--- config.mk ---
export PLATFORM = sky130hd
export DESIGN_NAME = multicycle_ctrl_flat
export DESIGN_NICKNAME = d
export VERILOG_FILES = /design/src/rtl/multicycle_ctrl_if.sv /design/src/rtl/multicycle_ctrl.sv /design/src/flat_wrapper.sv
export SDC_FILE = /design/constraint.sdc
export NUM_CORES = 1
export LEC_CHECK = 0
export ABC_AREA = 1
export BUFFER_PORTS_ARGS = -buffer_cell sky130_fd_sc_hd__buf_2
export CAP_MARGIN = 10
export CORE_MARGIN = 2
export CORE_UTILIZATION = 36
export CTS_CLUSTER_DIAMETER = 50
export DETAILED_ROUTE_END_ITERATION = 10
export GPL_TIMING_DRIVEN = 1
export PLACE_DENSITY_LB_ADDON = 0.08
export SYNTH_ARGS = -nofsm -noshare
export SYNTH_HDL_FRONTEND = slang
export SYNTH_SLANG_ARGS = --single-unit
--- constraint.sdc ---
create_clock -name clk -period 1 [get_ports clk]
set_input_delay 0.05 -clock clk [delete_from_list [all_inputs] [get_ports clk]]
set_output_delay 0.05 -clock clk [all_outputs]
set_load 0.02 [all_outputs]
--- src/rtl/multicycle_ctrl_if.sv ---
// Control bundle between the multicycle controller and its datapath.
// master = controller (consumes decode fields, drives selects/enables); slave = datapath.
interface multicycle_ctrl_if;
  logic [5:0] op;
  logic [5:0] funct;
  logic       zero;
  logic       iord;
  logic       memwrite;
  logic       irwrite;
  logic       regdst;
  logic       memtoreg;
  logic       regwrite;
  logic       alusrca;
  logic [1:0] alusrcb;
  logic [1:0] pcsrc;
  logic [2:0] alucontrol;
  logic       pcen;
  logic [3:0] state;

  modport master (
    input  op, funct, zero,
    output iord, memwrite, irwrite, regdst, memtoreg, regwrite, alusrca,
    output alusrcb, pcsrc, alucontrol, pcen, state
  );

  modport slave (
    output op, funct, zero,
    input  iord, memwrite, irwrite, regdst, memtoreg, regwrite, alusrca,
    input  alusrcb, pcsrc, alucontrol, pcen, state
  );
endinterface

--- src/rtl/multicycle_ctrl.sv ---
// Moore-FSM controller for a MIPS-style multicycle datapath with unified memory.
// Optional macro BNE_EN adds bne (op 000101) through state BNEEX.
module multicycle_ctrl (
  input  logic                    clk,
  input  logic                    reset_n,
  multicycle_ctrl_if.master       bus
);

  localparam logic [3:0] FETCH   = 4'd0;
  localparam logic [3:0] DECODE  = 4'd1;
  localparam logic [3:0] MEMADR  = 4'd2;
  localparam logic [3:0] MEMRD   = 4'd3;
  localparam logic [3:0] MEMWB   = 4'd4;
  localparam logic [3:0] MEMWR   = 4'd5;
  localparam logic [3:0] RTYPEEX = 4'd6;
  localparam logic [3:0] RTYPEWB = 4'd7;
  localparam logic [3:0] BEQEX   = 4'd8;
  localparam logic [3:0] ADDIEX  = 4'd9;
  localparam logic [3:0] ADDIWB  = 4'd10;
  localparam logic [3:0] JEX     = 4'd11;
`ifdef BNE_EN
  localparam logic [3:0] BNEEX   = 4'd12;
`endif

  localparam logic [5:0] OP_LW    = 6'b100011;
  localparam logic [5:0] OP_SW    = 6'b101011;
  localparam logic [5:0] OP_RTYPE = 6'b000000;
  localparam logic [5:0] OP_BEQ   = 6'b000100;
  localparam logic [5:0] OP_ADDI  = 6'b001000;
  localparam logic [5:0] OP_J     = 6'b000010;
`ifdef BNE_EN
  localparam logic [5:0] OP_BNE   = 6'b000101;
`endif

  localparam logic [1:0] ALUOP_ADD   = 2'b00;
  localparam logic [1:0] ALUOP_SUB   = 2'b01;
  localparam logic [1:0] ALUOP_FUNCT = 2'b10;

  localparam logic [2:0] ALU_AND = 3'b000;
  localparam logic [2:0] ALU_OR  = 3'b001;
  localparam logic [2:0] ALU_ADD = 3'b010;
  localparam logic [2:0] ALU_SUB = 3'b110;
  localparam logic [2:0] ALU_SLT = 3'b111;

  logic [3:0] state_q, state_d;

  logic       iord;
  logic       memwrite;
  logic       irwrite;
  logic       regdst;
  logic       memtoreg;
  logic       regwrite;
  logic       alusrca;
  logic [1:0] alusrcb;
  logic [1:0] pcsrc;
  logic       pcwrite;
  logic       branch;
  logic       branchn;
  logic [1:0] aluop;
  logic [2:0] alucontrol;
  logic       take_branch;

  always_ff @(posedge clk or negedge reset_n) begin
    if (!reset_n) begin
      state_q <= FETCH;
    end else begin
      state_q <= state_d;
    end
  end

  always_comb begin
    state_d = FETCH;
    case (state_q)
      FETCH:   state_d = DECODE;
      DECODE: begin
        case (bus.op)
          OP_LW, OP_SW: state_d = MEMADR;
          OP_RTYPE:     state_d = RTYPEEX;
          OP_BEQ:       state_d = BEQEX;
          OP_ADDI:      state_d = ADDIEX;
          OP_J:         state_d = JEX;
`ifdef BNE_EN
          OP_BNE:       state_d = BNEEX;
`endif
          default:      state_d = FETCH;
        endcase
      end
      MEMADR:  state_d = (bus.op == OP_SW) ? MEMWR : MEMRD;
      MEMRD:   state_d = MEMWB;
      RTYPEEX: state_d = RTYPEWB;
      ADDIEX:  state_d = ADDIWB;
      default: state_d = FETCH;
    endcase
  end

  // Moore decode; any select not mentioned for a state stays 0.
  always_comb begin
    iord     = 1'b0;
    memwrite = 1'b0;
    irwrite  = 1'b0;
    regdst   = 1'b0;
    memtoreg = 1'b0;
    regwrite = 1'b0;
    alusrca  = 1'b0;
    alusrcb  = 2'b00;
    pcsrc    = 2'b00;
    pcwrite  = 1'b0;
    branch   = 1'b0;
    branchn  = 1'b0;
    aluop    = ALUOP_ADD;
    case (state_q)
      FETCH: begin
        irwrite = 1'b1;
        alusrcb = 2'b01;
        pcwrite = 1'b1;
      end
      DECODE:  alusrcb = 2'b11;
      MEMADR: begin
        alusrca = 1'b1;
        alusrcb = 2'b10;
      end
      MEMRD:   iord = 1'b1;
      MEMWB: begin
        memtoreg = 1'b1;
        regwrite = 1'b1;
      end
      MEMWR: begin
        iord     = 1'b1;
        memwrite = 1'b1;
      end
      RTYPEEX: begin
        alusrca = 1'b1;
        aluop   = ALUOP_FUNCT;
      end
      RTYPEWB: begin
        regdst   = 1'b1;
        regwrite = 1'b1;
      end
      BEQEX: begin
        alusrca = 1'b1;
        aluop   = ALUOP_SUB;
        pcsrc   = 2'b01;
        branch  = 1'b1;
      end
      ADDIEX: begin
        alusrca = 1'b1;
        alusrcb = 2'b10;
      end
      ADDIWB:  regwrite = 1'b1;
      JEX: begin
        pcsrc   = 2'b10;
        pcwrite = 1'b1;
      end
`ifdef BNE_EN
      BNEEX: begin
        alusrca = 1'b1;
        aluop   = ALUOP_SUB;
        pcsrc   = 2'b01;
        branchn = 1'b1;
      end
`endif
      default: ;
    endcase
  end

  always_comb begin
    alucontrol = ALU_ADD;
    case (aluop)
      ALUOP_ADD: alucontrol = ALU_ADD;
      ALUOP_SUB: alucontrol = ALU_SUB;
      default: begin
        case (bus.funct)
          6'b100000: alucontrol = ALU_ADD;
          6'b100010: alucontrol = ALU_SUB;
          6'b100100: alucontrol = ALU_AND;
          6'b100101: alucontrol = ALU_OR;
          6'b101010: alucontrol = ALU_SLT;
          default:   alucontrol = ALU_ADD;
        endcase
      end
    endcase
  end

  assign take_branch = (branch & bus.zero) | (branchn & ~bus.zero);

  // Write enables are gated by reset_n directly so an abort takes effect without a clock.
  assign bus.pcen       = reset_n & (pcwrite | take_branch);
  assign bus.irwrite    = reset_n & irwrite;
  assign bus.memwrite   = reset_n & memwrite;
  assign bus.regwrite   = reset_n & regwrite;
  assign bus.iord       = iord;
  assign bus.regdst     = regdst;
  assign bus.memtoreg   = memtoreg;
  assign bus.alusrca    = alusrca;
  assign bus.alusrcb    = alusrcb;
  assign bus.pcsrc      = pcsrc;
  assign bus.alucontrol = alucontrol;
  assign bus.state      = state_q;

endmodule

--- src/flat_wrapper.sv ---
// flat-port wrapper written by rule: the top's interface ports become plain ports
module multicycle_ctrl_flat 
  (clk, reset_n, bus_op, bus_funct, bus_zero, bus_iord, bus_memwrite, bus_irwrite, bus_regdst, bus_memtoreg, bus_regwrite, bus_alusrca, bus_alusrcb, bus_pcsrc, bus_alucontrol, bus_pcen, bus_state);
  multicycle_ctrl_if bus_i ();
  input  logic clk;
  input  logic reset_n;
  input wire logic [$bits(bus_i.op)-1:0] bus_op;
  input wire logic [$bits(bus_i.funct)-1:0] bus_funct;
  input wire logic [$bits(bus_i.zero)-1:0] bus_zero;
  output wire logic [$bits(bus_i.iord)-1:0] bus_iord;
  output wire logic [$bits(bus_i.memwrite)-1:0] bus_memwrite;
  output wire logic [$bits(bus_i.irwrite)-1:0] bus_irwrite;
  output wire logic [$bits(bus_i.regdst)-1:0] bus_regdst;
  output wire logic [$bits(bus_i.memtoreg)-1:0] bus_memtoreg;
  output wire logic [$bits(bus_i.regwrite)-1:0] bus_regwrite;
  output wire logic [$bits(bus_i.alusrca)-1:0] bus_alusrca;
  output wire logic [$bits(bus_i.alusrcb)-1:0] bus_alusrcb;
  output wire logic [$bits(bus_i.pcsrc)-1:0] bus_pcsrc;
  output wire logic [$bits(bus_i.alucontrol)-1:0] bus_alucontrol;
  output wire logic [$bits(bus_i.pcen)-1:0] bus_pcen;
  output wire logic [$bits(bus_i.state)-1:0] bus_state;
  assign bus_i.op = bus_op;
  assign bus_i.funct = bus_funct;
  assign bus_i.zero = bus_zero;
  assign bus_iord = bus_i.iord;
  assign bus_memwrite = bus_i.memwrite;
  assign bus_irwrite = bus_i.irwrite;
  assign bus_regdst = bus_i.regdst;
  assign bus_memtoreg = bus_i.memtoreg;
  assign bus_regwrite = bus_i.regwrite;
  assign bus_alusrca = bus_i.alusrca;
  assign bus_alusrcb = bus_i.alusrcb;
  assign bus_pcsrc = bus_i.pcsrc;
  assign bus_alucontrol = bus_i.alucontrol;
  assign bus_pcen = bus_i.pcen;
  assign bus_state = bus_i.state;
  multicycle_ctrl u_core (.clk(clk), .reset_n(reset_n), .bus(bus_i));
endmodule
==> results by group <==
Place
  • Post-DP HPWL: 1.34 mm
  • Placed insts: 163
  • Placer congestion estimate: 0.794
  • I/O Buffers: 33

Die
  • Die footprint: 0.00180 mm^2
  • Row count: 13
  • Initial Utilization: 0.398
  • Die W: 42.4 um
  • Top Ports: 34
  • Core area: 0.00133 mm^2
  • Die H: 42.4 um

Timing
  • Setup-failing EPs final: 21
  • Setup ws final: -0.406 ns
  • Worst slew margin: 0.815
  • Maximum clock frequency: 711 MHz
  • Setup TNS Final: -5.90 ns
  • Fin crit period: 1.41 ns
  • RSZ-0062 raised after global routing: true
  • Worst-margin pin slew: 0.276 ns
  • Final hold vios: 0
  • Hold slack: 0.148 ns
  • Final period utilization: 1.41
  • Worst clock skew: 0.00290 ns
  • Pins Over Slew Limit: 0

Global routing
  • First-pass GRT wire length: 2.82 mm
  • GR Overflow Total: 0
  • GRT Resource Usage Total: 0.195
  • Vias in the first global route: 715
  • Largest net degree at the start of global routing: 6
  • Initial antenna violation count: 0

Worst setup path
  • WP data required: 0.95 ns
  • Critical Path End Type: output port
  • Origin of the worst setup path: u_core.bus.state[0]
  • Worst setup SP type: flop
  • Max Fanout on Critical Path: 4
  • Crit Path Class: reg2out
  • CP Data Arrival Time: 1.36 ns
  • Worst r2r src: u_core.bus.state[1]

Run status
  • Failing checks: negative setup slack
  • Status: finished, violations left

Layout
  • Most frequent cells in the layout: 24 x buf_4, 19 x nor2_1, 16 x buf_2, 13 x nand2_1, 13 x buf_6
  • Largest register FFs: 4
  • Fillers: 63
  • Commonest non-fill, non-tap cell in the layout: buf_4
  • Share of cells above drive strength 1: 0.631
  • Antenna Cells: 0
  • Synthesis-to-layout area growth: 122%
  • Post-Layout Cell Count: 172
  • NumNets Final: 174
  • Multi-input logic area: 517 um^2
  • Storage element area: 105 um^2

Synthesis
  • Synthesized area: 531 um^2
  • Post-synth net total: 114
  • Netlist cell types: 16
  • Post-Syn Instances: 99
  • Seq/Total Area, Yosys: 0.189
  • Syn Area/Cell: 5.36 um^2
  • Yosys warning count: 0
  • Yosys reg bits: 4

Clock network
  • CTS tree: built
  • Clock tree buffer depth: 2
  • Clk root buf: clkbuf_4
  • H-tree Lvls: 1
  • Reg clk slew, reported paths: 0.04 ns
  • Clk sinks: 4
  • CTS buffer count: 3
  • Worst-skew pair later-pin latency: 0.23 ns

Power
  • Power Dens Cells: 2300 mW/mm^2
  • Leakage: 0.597 nW
  • Worst IR Drop VDD: 1090 uV

Detailed routing
  • DR iter-0 viols: 14
  • Routed wire length: 2.39 mm
  • Metal3 WL: 103 um
  • DR pass1 iterations: 4
  • DR vias: 859
  • Met1 WL: 900 um
  • Remaining DRCs: 0
  • Top Metal Used: met4
  • Wire length per cell: 13.9 um
  • Post-route ant nets: 0
  • Met2 wire len: 1.30 mm
  • Vias per cell: 4.99

Job
  • Maxcap violations: 0

Min path
  • HP Start: bus_op[3]
  • Type of the most critical hold path: in2reg
-- power breakdown --
group | total (W) | switching [W] | internal [W] | leakage, nW
registers | 0.000332 | 0.000109 | 0.000223 | 0.0472
clock network | 0.000196 | 0.0000617 | 0.000134 | 0.0138
logic | 0.00218 | 0.00118 | 0.000999 | 0.536
total | 0.00270 | 0.00135 | 0.00136 | 0.597
-- cell type report --
class                           instances  area share
Inverter                               17      0.0649
Tap cell                               15      0.0160
Timing Repair Buffer                   55       0.371
Multi-Input combinational cell         78       0.439
Clock buffer                            3      0.0191
Sequential cell                         4      0.0894
-- worst paths after layout --
| kind | end | slack (ns) | cells past startpoint |
|---|---|---|---|
| min in group asynchronous | u_core.bus.state[0] | 0.22 | 2 |
| max in group asynchronous | u_core.bus.state[2] | 0.58 | 2 |
| max | bus_pcen | -0.41 | 6 |
| max reg2reg | u_core.bus.state[0] | -0.26 | 6 |
| min | u_core.bus.state[3] | 0.15 | 4 |
| min reg2reg | u_core.bus.state[0] | 0.74 | 3 |
-- metal layers --
layer	vias to the layer above	global-route usage
li1	424	-
met1	390	0.234
met2	35	0.375
met3	10	0.0259
met4	0	0.0188
met5	-	0
-- cell usage after synthesis (all sizes together) --
cell type	number	area share
nor2	31	0.26
nand2	23	0.17
inv	17	0.12
nand3	10	0.094
nand3b	6	0.085
dfrtp	4	0.19
o21ai	3	0.028
nand4	2	0.024
a21oi	1	0.0094
a31oi	1	0.012
nor3	1	0.0094
-- kinds of logic after synthesis --
logic type / after synthesis / synth area share
buffers and inverters: 17 / 0.120
and+or+nand+nor: 73 / 0.641
DFF: 4 / 0.189
AOI/OAI and AO/OA: 5 / 0.0495
-- through the flow --
stage,total power [W],utilization,area (um^2),worst slack (ns)
5_1_grt,0.00284,0.882,1180,-0.458
3_3_place_gp,0.00184,0.703,937,-0.165
2_1_floorplan,0.00120,-,621,-0.175
4_1_cts,0.00237,0.810,1080,-0.374
3_5_place_dp,0.00188,0.703,937,-0.184
6_report,0.00270,0.882,1180,-0.406
-- critical path: stages (launching register included) --
cell and delay (ns):
dfrtp_2 0.45, inv_4 0.11, nand2_4 0.09, nor2_4 0.13
nand2_2 0.09, a21oi_4 0.13, buf_6 0.13
-- repair_timing --
item,in CTS,in global routing
setup buffers,4,1
endpoints found under the hold margin,4,0
setup endpoints to repair,21,22
gates resized for setup,26,25
pin swaps,6,7
hold buffers,1,0
No activity file was read; power rests on OpenSTA's default activity.
